$ cat config.mk
export PLATFORM = sky130hd
export DESIGN_NAME = load_store_execute_unit
export DESIGN_NICKNAME = d
export VERILOG_FILES = /design/src/rtl/load_store_execute_unit_pkg.sv /design/src/rtl/load_store_execute_unit_align.sv /design/src/rtl/load_store_execute_unit.sv
export SDC_FILE = /design/constraint.sdc
export NUM_CORES = 1
export LEC_CHECK = 0
export BUFFER_PORTS_ARGS = -buffer_cell sky130_fd_sc_hd__clkbuf_2
export CELL_PAD_IN_SITES_DETAIL_PLACEMENT = 1
export CELL_PAD_IN_SITES_GLOBAL_PLACEMENT = 1
export CORE_ASPECT_RATIO = 0.5
export CORE_MARGIN = 4
export CORE_UTILIZATION = 30
export DETAILED_ROUTE_END_ITERATION = 10
export PLACE_DENSITY_LB_ADDON = 0.15
export SYNTH_ARGS = -nofsm -noshare
export SYNTH_HDL_FRONTEND = slang
export SYNTH_SLANG_ARGS = --single-unit
export TNS_END_PERCENT = 20
$ cat constraint.sdc
create_clock -name clk -period 5.9 [get_ports clk]
set_input_delay 1.18 -clock clk [delete_from_list [all_inputs] [get_ports clk]]
set_output_delay 1.18 -clock clk [all_outputs]
set_load 0.01 [all_outputs]
$ cat src/rtl/load_store_execute_unit_pkg.sv
// Shared types for the load/store execute path: scheduler entry layout,
// memory action/size encodings and the execute FSM state set.
package load_store_execute_unit_pkg;

  localparam int PHYS_REG_COUNT = 64;
  localparam int PREG_W         = $clog2(PHYS_REG_COUNT);

  typedef enum logic {
    MEM_READ  = 1'b0,
    MEM_WRITE = 1'b1
  } mem_action_e;

  typedef enum logic [1:0] {
    MEM_BYTE = 2'd0,
    MEM_HALF = 2'd1,
    MEM_WORD = 2'd2
  } mem_size_e;

  typedef struct packed {
    logic [31:0] pc;
    mem_action_e mem_action;
    mem_size_e   mem_size;
    logic        mem_signed;
  } entry_meta_t;

  typedef struct packed {
    logic [PREG_W-1:0] src1;
    logic [PREG_W-1:0] src2;
    logic [PREG_W-1:0] dst;
    logic [15:0]       imm;
    entry_meta_t       meta;
  } scheduler_entry_t;

  typedef enum logic [2:0] {
    ST_IDLE  = 3'd0,
    ST_REQ   = 3'd1,
    ST_WAIT  = 3'd2,
    ST_DONE  = 3'd3,
    ST_DRAIN = 3'd4
  } lsu_state_e;

endpackage

$ cat src/rtl/load_store_execute_unit_align.sv
// Lane steering for D-cache traffic: store byte enables / replicated write
// data, and load lane extraction with zero or sign extension.
module load_store_execute_unit_align
  import load_store_execute_unit_pkg::*;
(
  input  mem_size_e   i_size,
  input  logic [1:0]  i_addr_lo,
  input  logic        i_signed,
  input  logic [31:0] i_store_data,
  input  logic [31:0] i_rdata,
  output logic [3:0]  o_byte_en,
  output logic [31:0] o_wdata,
  output logic [31:0] o_load_data
);

  logic [31:0] shifted;

  always_comb begin
    shifted     = i_rdata >> {i_addr_lo, 3'b000};
    o_byte_en   = 4'hF;
    o_wdata     = i_store_data;
    o_load_data = shifted;
    case (i_size)
      MEM_BYTE: begin
        o_byte_en   = 4'b0001 << i_addr_lo;
        o_wdata     = {4{i_store_data[7:0]}};
        o_load_data = {{24{i_signed & shifted[7]}}, shifted[7:0]};
      end
      MEM_HALF: begin
        o_byte_en   = 4'b0011 << i_addr_lo;
        o_wdata     = {2{i_store_data[15:0]}};
        o_load_data = {{16{i_signed & shifted[15]}}, shifted[15:0]};
      end
      default: begin
        // Word accesses are only issued aligned, so the shift is zero here.
        o_byte_en   = 4'hF;
        o_wdata     = i_store_data;
        o_load_data = shifted;
      end
    endcase
  end

endmodule

$ cat src/rtl/load_store_execute_unit.sv
// Single-outstanding load/store execute unit: takes one entry from the
// load-store queue, issues one D-cache access and reports completion.
module load_store_execute_unit
  import load_store_execute_unit_pkg::*;
(
  input  logic                  clk,
  input  logic                  rst,
  input  logic                  i_flush,
  input  logic                  i_want_to_execute,
  input  scheduler_entry_t      i_entry,
  output logic                  o_take,
  output logic [PREG_W-1:0]     o_src1_addr,
  output logic [PREG_W-1:0]     o_src2_addr,
  input  logic [31:0]           i_src1_value,
  input  logic [31:0]           i_src2_value,
  output logic                  o_mem_req_valid,
  output logic                  o_mem_req_write,
  output logic [31:0]           o_mem_addr,
  output logic [31:0]           o_mem_wdata,
  output logic [3:0]            o_mem_byte_en,
  input  logic                  i_mem_req_ready,
  input  logic                  i_mem_resp_valid,
  input  logic [31:0]           i_mem_rdata,
  output logic                  o_wb_valid,
  output logic [PREG_W-1:0]     o_wb_dst,
  output logic [31:0]           o_wb_data,
  output logic                  o_done_valid,
  output logic [31:0]           o_done_pc,
  output logic                  o_exception
);

  lsu_state_e        state_q, state_d;
  logic [PREG_W-1:0] dst_q, dst_d;
  logic [31:0]       pc_q, pc_d;
  mem_action_e       action_q, action_d;
  mem_size_e         size_q, size_d;
  logic              signed_q, signed_d;
  logic [31:0]       addr_q, addr_d;
  logic [31:0]       store_data_q, store_data_d;
  logic              exc_q, exc_d;
  logic [31:0]       load_data_q, load_data_d;

  logic        take;
  logic [31:0] take_addr;
  logic        take_misaligned;
  logic [3:0]  align_byte_en;
  logic [31:0] align_wdata;
  logic [31:0] align_load_data;

  load_store_execute_unit_align u_align (
    .i_size       (size_q),
    .i_addr_lo    (addr_q[1:0]),
    .i_signed     (signed_q),
    .i_store_data (store_data_q),
    .i_rdata      (i_mem_rdata),
    .o_byte_en    (align_byte_en),
    .o_wdata      (align_wdata),
    .o_load_data  (align_load_data)
  );

  always_comb begin
    take            = (state_q == ST_IDLE) && i_want_to_execute && !i_flush;
    take_addr       = i_src1_value + {{16{i_entry.imm[15]}}, i_entry.imm};
    take_misaligned = ((i_entry.meta.mem_size == MEM_HALF) && take_addr[0]) ||
                      ((i_entry.meta.mem_size == MEM_WORD) && (take_addr[1:0] != 2'b00));

    state_d      = state_q;
    dst_d        = dst_q;
    pc_d         = pc_q;
    action_d     = action_q;
    size_d       = size_q;
    signed_d     = signed_q;
    addr_d       = addr_q;
    store_data_d = store_data_q;
    exc_d        = exc_q;
    load_data_d  = load_data_q;

    case (state_q)
      ST_IDLE: begin
        if (take) begin
          dst_d        = i_entry.dst;
          pc_d         = i_entry.meta.pc;
          action_d     = i_entry.meta.mem_action;
          size_d       = i_entry.meta.mem_size;
          signed_d     = i_entry.meta.mem_signed;
          addr_d       = take_addr;
          store_data_d = i_src2_value;
          exc_d        = take_misaligned;
          load_data_d  = 32'd0;
          state_d      = take_misaligned ? ST_DONE : ST_REQ;
        end
      end
      ST_REQ: begin
        // An accepted request owes us a response, so a flush must drain it.
        if (i_flush)              state_d = i_mem_req_ready ? ST_DRAIN : ST_IDLE;
        else if (i_mem_req_ready) state_d = ST_WAIT;
      end
      ST_WAIT: begin
        if (i_flush) begin
          state_d = i_mem_resp_valid ? ST_IDLE : ST_DRAIN;
        end else if (i_mem_resp_valid) begin
          state_d = ST_DONE;
          if (action_q == MEM_READ) load_data_d = align_load_data;
        end
      end
      ST_DONE:  state_d = ST_IDLE;
      ST_DRAIN: if (i_mem_resp_valid) state_d = ST_IDLE;
      default:  state_d = ST_IDLE;
    endcase
  end

  always_ff @(posedge clk or posedge rst) begin
    if (rst) begin
      state_q      <= ST_IDLE;
      dst_q        <= '0;
      pc_q         <= '0;
      action_q     <= MEM_READ;
      size_q       <= MEM_BYTE;
      signed_q     <= 1'b0;
      addr_q       <= '0;
      store_data_q <= '0;
      exc_q        <= 1'b0;
      load_data_q  <= '0;
    end else begin
      state_q      <= state_d;
      dst_q        <= dst_d;
      pc_q         <= pc_d;
      action_q     <= action_d;
      size_q       <= size_d;
      signed_q     <= signed_d;
      addr_q       <= addr_d;
      store_data_q <= store_data_d;
      exc_q        <= exc_d;
      load_data_q  <= load_data_d;
    end
  end

  // Pass-through outputs are gated by rst so every output is 0 during reset.
  assign o_take      = take && !rst;
  assign o_src1_addr = rst ? '0 : i_entry.src1;
  assign o_src2_addr = rst ? '0 : i_entry.src2;

  assign o_mem_req_valid = (state_q == ST_REQ);
  assign o_mem_req_write = o_mem_req_valid && (action_q == MEM_WRITE);
  assign o_mem_addr      = o_mem_req_valid ? addr_q        : 32'd0;
  assign o_mem_wdata     = o_mem_req_valid ? align_wdata   : 32'd0;
  assign o_mem_byte_en   = o_mem_req_valid ? align_byte_en : 4'd0;

  assign o_done_valid = (state_q == ST_DONE) && !i_flush;
  assign o_done_pc    = o_done_valid ? pc_q : 32'd0;
  assign o_exception  = o_done_valid && exc_q;
  assign o_wb_valid   = o_done_valid && !exc_q && (action_q == MEM_READ);
  assign o_wb_dst     = o_wb_valid ? dst_q : '0;
  assign o_wb_data    = o_wb_valid ? load_data_q : 32'd0;

endmodule

Word level (Yosys, flattened, before mapping)
Cells that the tools add are included.
Widths: inputs -> output; s select.
- $add $sub $neg: 1
- equality and inequality tests: 14
- shifts and indexed selects: 3
- mux-type cells: 26
- bitwise gates (word level): 3
- reductions and logical operators: 21
- operators with widths (kind ; count):
    $mux 32 ; 8
    $pmux 32 s2 ; 3
    $add 32x32->32 ; 1
    $shr 32x5->32 ; 1
    $mux 3 ; 8
    $mux 6 ; 3
    $pmux 3 s4 ; 1
    $logic_and 1x1->1 ; 10
    $ne 2x2->1 const B ; 5
    $pmux 4 s2 ; 1
    $eq 3x2->1 const B ; 2
    $reduce_and 5->1 ; 1
    $eq 2x1->1 const B ; 2
    $mux 4 ; 1
    $reduce_and 4->1 ; 1
    $reduce_bool 2->1 ; 2
    $shl 1x2->4 const A ; 1
    $shl 2x2->4 const A ; 1
    $eq 3x1->1 const B ; 1
    $eq 3x3->1 const B ; 1
    $logic_not 1->1 ; 3
    $logic_not 3->1 ; 1
    $ne 3x2->1 const B ; 1
    $ne 3x3->1 const B ; 1
    other kinds (7) ; 8
- register bits after elaboration: 142
- bits of input ports: 172
- output and inout bits: 156
- logic and storage cells: 78

Depth between registers and ports, before layout
- word-level depth: 7
- gate-level depth with buffers: 10
- mapped depth without buffers: 10

By module
A second synthesis with hierarchy kept.
- cells, all modules: 1215
- area total of the unflattened synthesis: 9706.8 sq um
- by module, submodules not included (module ; instances ; cells each ; area an instance (sq um) ; sequential area each (sq um)):
    load_store_execute_unit ; 1 ; 1033 ; 8381.8 ; 3553.4
    load_store_execute_unit_align ; 1 ; 182 ; 1325.0 ; 0.0

Worst setup path after synthesis
OpenSTA, ideal clock, no wires.
- kind: input -> output
- start: in i_flush
- end: out o_wb_data[12]
- arrival time: 2688 ps
- data required time: 4720 ps
- slack: 2032 ps
- stages: 7
- buffers on the path: 2
- cell sequence: inv_1 > nand2_1 > nor3b_1 > nor3b_1 > clkbuf_1 > clkbuf_1 > and2_1
- cells in the longest elaborated chain, start to end: 5
- ends and longest elaborated chain (element ; RTL line ; RTL):
    start, declared ; load_store_execute_unit.sv:8 ; input logic i_flush,
    $logic_not 1->1 ; load_store_execute_unit.sv:149 ; assign o_done_valid = (state_q == ST_DONE) && !i_flush;
    $logic_and 1x1->1 ; load_store_execute_unit.sv:149 ;
    $logic_and 1x1->1 (2 in a row) ; load_store_execute_unit.sv:152 ; assign o_wb_valid = o_done_valid && !exc_q && (action_q == MEM_READ);
    $mux 32 ; load_store_execute_unit.sv:154 ; assign o_wb_data = o_wb_valid ? load_data_q : 32'd0;
    end, declared ; load_store_execute_unit.sv:26 ; output logic [31:0] o_wb_data,
No other way between the ends.

Final worst setup path
- start: reg state_q[0]
- end: out o_mem_wdata[30]
- cells in the longest elaborated chain, start to end: 2
- ends and longest elaborated chain (element ; RTL line ; RTL):
    start, declared ; load_store_execute_unit.sv:32 ; lsu_state_e state_q, state_d;
    start signal, assigned ; load_store_execute_unit.sv:125 ; state_q <= state_d;
    $eq 3x1->1 ; load_store_execute_unit.sv:143 ; assign o_mem_req_valid = (state_q == ST_REQ);
    $mux 32 ; load_store_execute_unit.sv:146 ; assign o_mem_wdata = o_mem_req_valid ? align_wdata : 32'd0;
    end, declared ; load_store_execute_unit.sv:19 ; output logic [31:0] o_mem_wdata,
No other way between the ends.

==> results.cfg <==
[place]
placed_area_sq_um = 10800
io_buffers = 327
place_congestion = 0.825
hpwl_mm = 24.6

[floorplanning]
fp-row-count = 44
core-area_sq_um = 29100
die_area_sq_um = 32500
fp.dieH_microns = 130
die_w_microns = 251
ios = 328
start_util_pct = 30.5

[timing]
tns_ns = 0
worst_pin_slew_ns = 1.05
setup_viol_count_final = 0
post-route-period-util_pct = 69.8
min_period_ns = 4.12
timing.slew.headroom_pct = 29.8
grt_setup_unrepaired = no
fmax_ghz = 0.243
slew_viol_final = 0
finClkSkew_ns = 0.00741
hold_viol = 0

[route]
via_count = 8762
first_pass_iters = 4
drtIter0Drc = 355
ant_nets = 0
drc = 0
via_per_inst = 4.88
wl_mm = 32.8
wl_per_cell_microns = 18.2

[critical_path]
cpPeakStageDelay_ns = 0.78
worst_ep_required_time_ns = 4.72
endpoint_kind = primary output
crit_type = reg2out
path_max_fanout = 30
start_kind = flop
crit_chain = buf_4 -> nand2_1 -> nor2_1 -> clkbuf_2
slowest_stage = dfrtp_1
arrival_ns = 2.94

[grt]
grt_use_total_pct = 19.8
met1_usage_pct = 24.0
grt_overflow = 0
antenna_found_initial = 2
gr-usage-met2_pct = 35.9
busiest_layer = met2
gr-usage-met3_pct = 3.17
grt_pass1_wl_mm = 51.0
grt_pass1_vias = 9247
grt_max_degree = 110

[yosys]
synth_seq_cells = 142
syn_area_sq_um = 8870
synth_top_area_share_pct = 40.1
synthTopCellsByArea = dfrtp_1 (40%), nand2_1 (14%), and2_1 (5.0%)
synthArstFlopShare_pct = 100
ys.flop_type = dfrtp_1
synth_cell_types = 58
syn_nets = 1317
yosys_warnings = 0
yosysSeqAreaShare_pct = 40.1
synth_cells = 1113
syn_area_per_cell_sq_um = 7.97
synth_edf_count = 0
yosys.area.top_type = dfrtp_1

[worst_hold_path]
worstHoldPathType = reg2reg

[clock_tree]
clockRootBuffer = clkbuf_16
clkTransAtPathRegs_ns = 0.06
htree_levels = 4
cts_tree = yes
post_cts_buffers = 0
cts_buffer_depth = 2
holdBufCountCts = 0
clk_latency_ns = 0.43
clkSinkCount = 142
ctsResizeCount = 0
cts_buffers = 17

[final_layout]
drive_gt1_share_pct = 27.7
multiInputGateArea_sq_um = 4990
area_growth_pct = 27.7
final.fill_count = 3652
register_area_sq_um = 3550
design_area_sq_um = 11300
nets = 1602

[status]
outcome = complete, no violations

[job]
drv_cap = 0

[pwr]
p_leak_uw = 0.00608
power_density_nw_per_um2 = 415
ir_worst_vdd_uv = 212
==> final cells by class <==
cell class	count	area share, %
inverters	14	0.508
multi-input cells	884	44.1
clock buffers	23	4.31
diodes	2	0.0442
flip-flops and latches	142	31.4
repair buffers	339	15.2
clock inverters	2	0.110
well taps	391	4.32
==> cells in the mapped netlist (9+ instances only) <==
master	instances
clkbuf_1	59
a21oi_1	62
and2_1	71
xor2_1	14
inv_1	14
nand2_1	342
o21ai_0	86
mux2i_1	33
nor2_1	56
nor2b_1	15
mux2_2	9
xnor2_1	16
dfrtp_1	142
and3_1	45
a21o_1	14
ha_1	31
==> critical path: cells and delay by family, from the launching register on <==
kind | cells | cell delay, ns
buf+inv | 2 | 0.61
simple gates | 2 | 1.08
flops | 1 | 0.78
==> flip-flops by register name, summed over array words and instances (netlist names) <==
signal,flops
load_data_q,32
store_data_q,32
exc_q,1
size_q,2
pc_q,32
action_q,1
dst_q,6
addr_q,32
signed_q,1
state_q,3
==> where the power goes <==
| group | switching, uW | internal, uW |
|---|---|---|
| registers | 340 | 1420 |
| clock network | 404 | 564 |
| logic | 1240 | 736 |
==> cells in the final DEF, fill, tap and decap left out, types with 6 or more instances in the layout <==
cell type and instances:
xnor2_1 16, mux2i_1 33, a211oi_1 8, a22o_1 8, a21oi_1 62, ha_1 31, nand3_1 6, xor2_1 14
o31ai_1 8, and3_1 45, dfrtp_1 142, o21ai_0 86, nor2b_1 15, a21o_1 14, o21bai_1 7, nor2_1 55
clkbuf_16 17, nand2_1 341, clkbuf_2 327, mux2_2 9, buf_4 12, and2_1 71, inv_1 13
==> cells by family (layout without fill, tap and decap cells) <==
group | Yosys count | count (layout) | share of synthesized area (%)
flip-flops | 142 | 142 | 40.1
other | 0 | 2 | 0
buffers and inverters | 87 | 378 | 4.06
AO/OA/AOI/OAI | 225 | 225 | 15.6
AND/OR/NAND/NOR | 555 | 555 | 27.8
XOR/XNOR | 30 | 30 | 2.96
adder cells (fa/ha/maj) | 32 | 32 | 4.60
multiplexers | 42 | 42 | 4.87
==> through the flow <==
stage	util (%)	instances	setup WS, ns	hold WS (ns)	power, uW
floorplan	-	1113	0.707	0.437	3010
global placement	37.2	1770	2.15	0.451	3720
detailed placement	37.2	1770	2.02	0.455	3780
CTS	38.9	1795	1.67	0.470	4770
global route	39.0	1797	1.54	0.484	5100
finish	39.0	1797	1.78	0.463	4700
==> final timing paths <==
path	start	endpoint	slack [ns]	cells past startpoint
setup / recovery	state_q[0]$_DFFE_PP0P_	o_mem_wdata[30]	1.78	4
hold / removal	dst_q[4]$_DFFE_PP0P_	dst_q[4]$_DFFE_PP0P_	0.46	2
setup reg to reg	state_q[0]$_DFFE_PP0P_	addr_q[28]$_DFFE_PP0P_	2.79	8
hold reg to reg	dst_q[4]$_DFFE_PP0P_	dst_q[4]$_DFFE_PP0P_	0.46	2
max in group asynchronous	rst	load_data_q[6]$_DFFE_PP0P_	3.68	3
min in group asynchronous	rst	dst_q[5]$_DFFE_PP0P_	1.15	2
==> per-layer routing <==
layer  routed length [microns]  part of all wire (%)
met1                     13800                    42
met2                     17200                    52
met3                       920                   2.8
met4                       858                   2.6
met5                         0                     0
No activity file was read; power rests on OpenSTA's default activity.
